<file path="src/rtl/reg_scoreboard.sv">
// reg_scoreboard: register-hazard scoreboard for the pipeline issue stage.
// Tracks destinations of outstanding long-latency ops in an in-order tag
// queue, keeps a busy bit per architectural register, stalls issue on
// RAW/WAW/full hazards and supplies the write-back destination tag.
module reg_scoreboard #(
  parameter int NUM_REGS    = 32,
  parameter int ADDR_W      = 5,
  parameter int MAX_PENDING = 4
) (
  input  logic                           clk,
  input  logic                           rst,
  input  logic                           issue_valid,
  input  logic [ADDR_W-1:0]              issue_rs1,
  input  logic [ADDR_W-1:0]              issue_rs2,
  input  logic                           issue_uses_rs1,
  input  logic                           issue_uses_rs2,
  input  logic                           issue_writes_rd,
  input  logic [ADDR_W-1:0]              issue_rd,
  input  logic                           issue_long,
  output logic                           issue_stall,
  input  logic                           complete_valid,
  output logic                           head_valid,
  output logic [ADDR_W-1:0]              head_rd,
  output logic [NUM_REGS-1:0]            busy,
  output logic [$clog2(MAX_PENDING):0]   pending_count,
  output logic                           err
);

  localparam int PTR_W = (MAX_PENDING > 1) ? $clog2(MAX_PENDING) : 1;
  localparam int CNT_W = $clog2(MAX_PENDING) + 1;
  localparam logic [CNT_W-1:0] FULL_CNT = CNT_W'(MAX_PENDING);

  logic [ADDR_W-1:0]   tag_q_r [MAX_PENDING];
  logic [PTR_W-1:0]    head_ptr_r;
  logic [PTR_W-1:0]    tail_ptr_r;
  logic [CNT_W-1:0]    count_r;
  logic [NUM_REGS-1:0] busy_r;
  logic                err_r;

  logic                head_valid_s;
  logic [ADDR_W-1:0]   head_rd_s;
  logic                pop_s;
  logic                push_s;
  logic                raw1_s;
  logic                raw2_s;
  logic                waw_s;
  logic                full_s;
  logic                stall_s;
  logic [NUM_REGS-1:0] busy_nxt_s;

  assign head_valid_s = (count_r != {CNT_W{1'b0}});
  assign head_rd_s    = tag_q_r[head_ptr_r];

  // Hazard detection; a completing head register is forwarded, so it does not stall.
  always_comb begin
    raw1_s  = 1'b0;
    raw2_s  = 1'b0;
    waw_s   = 1'b0;
    full_s  = 1'b0;
    pop_s   = complete_valid & head_valid_s;
    if (issue_uses_rs1 && (issue_rs1 != {ADDR_W{1'b0}}) && busy_r[issue_rs1] &&
        !(pop_s && (head_rd_s == issue_rs1))) begin
      raw1_s = 1'b1;
    end else begin
      raw1_s = 1'b0;
    end
    if (issue_uses_rs2 && (issue_rs2 != {ADDR_W{1'b0}}) && busy_r[issue_rs2] &&
        !(pop_s && (head_rd_s == issue_rs2))) begin
      raw2_s = 1'b1;
    end else begin
      raw2_s = 1'b0;
    end
    if (issue_writes_rd && (issue_rd != {ADDR_W{1'b0}}) && busy_r[issue_rd] &&
        !(pop_s && (head_rd_s == issue_rd))) begin
      waw_s = 1'b1;
    end else begin
      waw_s = 1'b0;
    end
    if (issue_long && (count_r == FULL_CNT) && !complete_valid) begin
      full_s = 1'b1;
    end else begin
      full_s = 1'b0;
    end
    stall_s = issue_valid & (raw1_s | raw2_s | waw_s | full_s);
    push_s  = issue_valid & ~stall_s & issue_long;
  end

  // Next busy vector: clear the completing tag first so a same-register push wins.
  always_comb begin
    busy_nxt_s = busy_r;
    if (pop_s) begin
      busy_nxt_s[head_rd_s] = 1'b0;
    end else begin
      busy_nxt_s = busy_r;
    end
    if (push_s && (issue_rd != {ADDR_W{1'b0}})) begin
      busy_nxt_s[issue_rd] = 1'b1;
    end else begin
      busy_nxt_s = busy_nxt_s;
    end
    busy_nxt_s[0] = 1'b0;
  end

  // Tag queue, pointers, occupancy, busy bits and sticky error.
  always_ff @(posedge clk) begin
    if (rst) begin
      for (int i = 0; i < MAX_PENDING; i++) begin
        tag_q_r[i] <= {ADDR_W{1'b0}};
      end
      head_ptr_r <= {PTR_W{1'b0}};
      tail_ptr_r <= {PTR_W{1'b0}};
      count_r    <= {CNT_W{1'b0}};
      busy_r     <= {NUM_REGS{1'b0}};
      err_r      <= 1'b0;
    end else begin
      if (push_s) begin
        tag_q_r[tail_ptr_r] <= issue_rd;
        tail_ptr_r          <= tail_ptr_r + PTR_W'(1);
      end
      if (pop_s) begin
        head_ptr_r <= head_ptr_r + PTR_W'(1);
      end
      case ({push_s, pop_s})
        2'b10:   count_r <= count_r + CNT_W'(1);
        2'b01:   count_r <= count_r - CNT_W'(1);
        default: count_r <= count_r;
      endcase
      busy_r <= busy_nxt_s;
      if (complete_valid && !head_valid_s) begin
        err_r <= 1'b1;
      end
    end
  end

  assign issue_stall   = stall_s;
  assign head_valid    = head_valid_s;
  assign head_rd       = head_rd_s;
  assign busy          = busy_r;
  assign pending_count = count_r;
  assign err           = err_r;

endmodule
</file>
<file path="config.mk">
export PLATFORM = sky130hd
export DESIGN_NAME = reg_scoreboard
export DESIGN_NICKNAME = d
export VERILOG_FILES = /design/src/rtl/reg_scoreboard.sv
export SDC_FILE = /design/constraint.sdc
export NUM_CORES = 1
export LEC_CHECK = 0
export CORE_MARGIN = 2
export CORE_UTILIZATION = 48
export CTS_CLUSTER_SIZE = 30
export DETAILED_ROUTE_END_ITERATION = 8
export GPL_TIMING_DRIVEN = 0
export PLACE_DENSITY = 0.79
export SYNTH_ARGS = -nofsm -noshare
export SYNTH_HDL_FRONTEND = slang
export SYNTH_SLANG_ARGS = --single-unit
</file>
<file path="constraint.sdc">
create_clock -name clk -period 4.5 [get_ports clk]
set_input_delay 1.125 -clock clk [delete_from_list [all_inputs] [get_ports clk]]
set_output_delay 1.125 -clock clk [all_outputs]
set_load 0.05 [all_outputs]
</file>
After elaboration in Yosys (flattened, before gate mapping) --
Memory sizes are Yosys's and may differ from the RTL's. A register that Yosys moved wholly into a read port is not among the register bits. Index checks and enable logic that the tools add are counted.
Cells by class: add/subtract/negate cells 4, order comparisons 6, equal/unequal tests 6, multiplexer cells 27, bitwise logic cells 11, reduce and logical (&&, ||, !) cells 29
Operators by type and width (number):
- two-way mux 32 bit | 2
- bitwise AND 32 bit | 1
- inverter 32 bit | 1
- OR 32 bit | 1
- < comparator 5 x 6 -> 1 bit (second input constant) | 4
- logical AND 1 bit | 18
- binary-select mux 1 bit (select 5 bit) | 3
- == test 5 bit | 3
- two-way mux 1 bit | 15
- nonzero test 5 bit | 3
- demux 1 bit (select 5 bit) | 2
- greater-or-equal comparator 5 x 1 -> 1 bit (second input constant) | 2
- two-way mux 2 bit | 3
- case mux 3 bit (2 select lines) | 1
- logical NOT 1 bit | 5
- two-way mux 5 bit | 1
- OR reduction 5 bit | 1
- adder 2 x 1 -> 2 bit (second input constant) | 2
- bitwise AND 1 bit | 4
- adder 3 x 1 -> 3 bit (second input constant) | 1
- == test 3 bit (second input constant) | 1
- OR 1 bit | 3
- nonzero test 3 bit | 1
- subtractor 3 x 1 -> 3 bit (second input constant) | 1
- 4 further kinds | 4
Word-level totals: flip-flop bits (word level) 40, bits in writable memories 20, input bits 23, logic and storage cells 90, memories 1
Memory list:
- tag_q_r | depth 4, bits a word 5, rd ports 1, clocked after memory_dff 1, wr ports 4, RTL line 33 | logic [ADDR_W-1:0] tag_q_r [MAX_PENDING];

Depth between registers and ports, before layout --
word-level depth 18, depth in mapped cells 16, mapped depth without buffers 14

Worst setup path before layout --
No wires, ideal clock.
path kind input port to flip-flop, start in issue_rd[3], end reg count_r[2], in the netlist pending_count[2], library setup time 0.070 ns, data arrival time 4.187 ns, path slack 0.242 ns, cell stages on the path 16, path buffers 4, path through clkbuf_1 > or3b_1 > clkbuf_1 > o22ai_1 > or3_1 > a21oi_1 > o32ai_1 > or2_1 > buf_6 > buf_6 > ha_1 > inv_1 > fa_1 > xor2_1 > or3_1 > a21oi_1
On the way: cells in the longest elaborated chain, start to end 13, elaborated cells between the ends (all ways) 20
RTL lines:
- start, declared | RTL line 18 | input logic [ADDR_W-1:0] issue_rd,
- binary-select mux 1 bit (select 5 bit), or another cell as far along | RTL line 73 | if (issue_writes_rd && (issue_rd != {ADDR_W{1'b0}}) && busy_r[issue_rd] &&
- two-way mux 1 bit (not written as such), or another cell as far along | RTL line 73
- logical AND 1 bit / logical NOT 1 bit (equally long branches) | RTL line 73, 74
- logical AND 1 bit (*) | RTL line 73
- two-way mux 1 bit (*) | RTL line 73
- OR 1 bit (*) (2 in series) | RTL line 84 | stall_s = issue_valid & (raw1_s | raw2_s | waw_s | full_s);
- bitwise AND 1 bit (*) | RTL line 84
- inverter 1 bit (*) | RTL line 85 | push_s = issue_valid & ~stall_s & issue_long;
- bitwise AND 1 bit (*) (2 in series) | RTL line 85
- == test 2 x 1 -> 1 bit / == test 2 bit (equally long branches) | RTL line 123 | case ({push_s, pop_s})
- case mux 3 bit (2 select lines) / nonzero test 2 bit (equally long branches)
- end signal, assigned | RTL line 124 | 2'b10: count_r <= count_r + CNT_W'(1);
- end signal, assigned | RTL line 125 | 2'b01: count_r <= count_r - CNT_W'(1);
- end signal, assigned | RTL line 126 | default: count_r <= count_r;
- end, declared | RTL line 36 | logic [CNT_W-1:0] count_r;
Mark *: on every way between the ends. The rest lies on a longest branch, timed or not. The select of a mux whose other input is x is not followed. A chain may end at the register's enable or synchronous reset.

Final worst setup path --
start in issue_rd[1], end out issue_stall
On the way: cells in the longest elaborated chain, start to end 8, elaborated cells between the ends (all ways) 13
RTL lines:
- binary-select mux 1 bit (select 5 bit), or another cell as far along | RTL line 73
- two-way mux 1 bit (not written as such), or another cell as far along | RTL line 73
- logical AND 1 bit / logical NOT 1 bit (equally long branches) | RTL line 73, 74
- logical AND 1 bit (*) | RTL line 73
- two-way mux 1 bit (*) | RTL line 73
- OR 1 bit (*) (2 in series) | RTL line 84
- bitwise AND 1 bit (*) | RTL line 84
- end, declared | RTL line 20 | output logic issue_stall,
Marks and branches as above.

==> results.sh <==
export IMPL_outcome="completed"
export IMPL_grt_overflow=0
export IMPL_grt_max_degree=12
export IMPL_die_height_um=93.3
export IMPL_max_vdd_ir_drop_mv=0.294
export IMPL_ys_ff_latch=61
export IMPL_wire_per_inst_um=20.2
export IMPL_synth_top_area_share_pct=21.4
export IMPL_synth_edf_count=20
export IMPL_ant_nets=0
export IMPL_drv_slew=0
export IMPL_area_growth_pct=24.3
export IMPL_p_per_area_nw_per_um2=351
export IMPL_row_count=32
export IMPL_synth_area_top_cells="dfxtp_1 21%, edfxtp_1 16%, mux4_2 13%"
export IMPL_crit_chain="dlygate4sd2_1 > clkbuf_8 > mux4_2 > nor2b_1 > or4_1 > a21oi_1 > o32ai_2 > o31a_1 > buf_4"
export IMPL_arrival_ns=3.30
export IMPL_antenna_found_initial=0
export IMPL_initial_utilization_pct=49.5
export IMPL_setup_viol=0
export IMPL_max_cap_violations=0
export IMPL_first_global_vias=3363
export IMPL_crit_fanout=10
export IMPL_numCtsBuffers=9
export IMPL_die_area_sq_um=8710
export IMPL_leakage_uw=0.00157
export IMPL_ys_warn_count=0
export IMPL_clk_latency_ns=0.35
export IMPL_ios=66
export IMPL_root_buffer="clkbuf_8"
export IMPL_hold_violations=0
export IMPL_timing_fmax_mhz=226
export IMPL_fin_nets=473
export IMPL_mostFrequentLayoutCell="clkdlybuf4s50_1"
export IMPL_maxSlewHeadroom_pct=58.9
export IMPL_path_class="input pin to primary output"
export IMPL_grt_pass1_wl_um=17700
export IMPL_drc=0
export IMPL_ys_flop_type="dfxtp_1"
export IMPL_synth_area_sq_um=3830
export IMPL_layout_drive_gt1_share_pct=18.5
export IMPL_post_place_ws_ns=-1.04
export IMPL_drt_iter0_markers=268
export IMPL_gr_usage_all_layers_pct=26.7
export IMPL_dr_pass1_iters=6
export IMPL_synth_cell_type_count=50
export IMPL_worst_slew_pin_slew_ns=0.617
export IMPL_crit_buf_inv=3
export IMPL_rsz0062_at_grt="no"
export IMPL_die_x_um=93.3
export IMPL_synth_nets=403
export IMPL_vias=3461
export IMPL_n_antenna_cell=0
export IMPL_clock_sinks=61
export IMPL_vias_per_cell=6.24
export IMPL_tns_ns=0
export IMPL_final_cell_mix="51 x clkdlybuf4s50_1, 41 x dfxtp_1, 33 x nand2_1"
export IMPL_cts_tree="done"
export IMPL_synth_seq_area_share_pct=37.1
export IMPL_place_hpwl_um=8290
export IMPL_critical_path_required_ns=3.38
export IMPL_final_core_util_pct=61.6
export IMPL_fin_crit_sh_pct=98.4
export IMPL_place_congestion=0.902
export IMPL_synthCells=378
export IMPL_r2r_slack_ns=0.50
export IMPL_fp_coreArea_sq_um=7730
export IMPL_critPathMaxStageDelay_ns=0.45
export IMPL_min_path_type="flip-flop to flip-flop"
export IMPL_portBuffers=55
export IMPL_avgSynthCellArea_sq_um=10.1
export IMPL_wirelength_um=11200
export IMPL_fin_worst_skew_ns=0.00957
export IMPL_synth_largest_area_cell="dfxtp_1"
export IMPL_clockBufferDepth=2
export IMPL_h_tree_depth=3
export IMPL_setup_ws_ns=0.0709
export IMPL_cp_end_kind="primary output"
export IMPL_worst_path_max_delay_cell="or4_1"
export IMPL_clk_pin_slew_worst_paths_ns=0.06
export IMPL_ys_async_sr_fraction_pct=0
export IMPL_start_kind="input pin"
export IMPL_fin_crit_ns=4.43
export IMPL_path_delay_family="buffers and inverters"
routing by layer:
layer / share of wire, % / global-route usage [%] / routed length (um) / up-vias
li1: - / - / - / 1576
met1: 41 / 34.3 / 4590 / 1676
met2: 49 / 44.4 / 5470 / 179
met3: 7.8 / 6.12 / 872 / 30
met4: 2.3 / 9.19 / 261 / 0
met5: 0 / 0 / 0 / -
stage by stage:
| stage | std cells | power, uW | instance area (sq um) | hold WS (ns) |
|---|---|---|---|---|
| 2_1_floorplan | 378 | 1070 | 3830 | 0.485 |
| 3_3_place_gp | 535 | 1230 | 4510 | 0.458 |
| 3_5_place_dp | 535 | 1240 | 4510 | 0.460 |
| 4_1_cts | 555 | 1670 | 4730 | 0.478 |
| 5_1_grt | 555 | 1740 | 4760 | 0.506 |
| 6_report | 555 | 1670 | 4760 | 0.467 |
worst reg2reg max path, cell delays in order (launching register included):
cell	delay, ns
dfxtp_1	0.31
buf_2	0.20
mux4_2	0.60
clkbuf_1	0.32
xnor2_1	0.21
nand2_1	0.08
o221ai_1	0.22
o21ai_1	0.23
or2_1	0.18
buf_6	0.18
buf_6	0.16
ha_1	0.19
inv_1	0.06
fa_1	0.39
xor2_1	0.17
or3_1	0.30
a21oi_1	0.14
cells in the mapped netlist, types with 7 or more instances:
cell type and count:
buf_2 9, clkbuf_1 21, dfxtp_1 41, edfxtp_1 20, inv_1 7, mux2i_1 19, mux4_2 22, nand2_1 33
nand3_1 19, nor2_1 20, nor3_1 16, o211ai_1 16, o31ai_1 27, o31ai_2 7, xnor2_1 15
registers in the layout, summed over array words and instances (netlist names), named ones only:
| signal | count |
|---|---|
| tail_ptr_r | 2 |
| head_ptr_r | 2 |
| err | 1 |
| busy | 31 |
| tag_q_r | 20 |
| pending_count | 3 |
where the power goes:
part / leakage (uW) / internal (uW) / switching (uW)
clock: 0.0000889 / 211 / 217
combinational: 0.000944 / 217 / 401
sequential: 0.000539 / 602 / 24.1
repair_timing:
action                     in CTS  in global routing
gates cloned                    1                  0
pin swaps                       3                  1
buffers inserted                3                  0
hold buffers                    0                  0
gates resized for setup        18                 15
setup endpoints to repair       3                  2
final timing paths:
kind | start | end | cells after the start
worst max register to register | flip-flop | pending_count[2]$_SDFFE_PP0P_ | 16
worst max-delay path | issue_rd[1] | issue_stall | 9
worst min-delay path | err$_SDFFE_PP0P_ | err$_SDFFE_PP0P_ | 2
worst min register to register | err$_SDFFE_PP0P_ | err$_SDFFE_PP0P_ | 2
cell families after synthesis:
| kind of cell | share of synthesized area [%] |
|---|---|
| AOI/OAI and AO/OA | 14.7 |
| xor gates and xnor gates | 4.35 |
| and+or+nand+nor | 18.3 |
| buffers and inverters | 6.08 |
| adders and majority gates | 0.850 |
| DFF | 37.1 |
| other | 0.0979 |
| muxes | 18.5 |
cell type report:
type	instances	area, sq um
Sequential cell	61	1420
Timing Repair Buffer	59	576
Tap cell	102	128
Multi-Input combinational cell	269	2200
Fill cell	645	2970
Clock buffer	11	141
Clock inverter	5	27.5
Inverter	9	33.8
Buffer	39	228
Power figures use the tool's default switching activity.
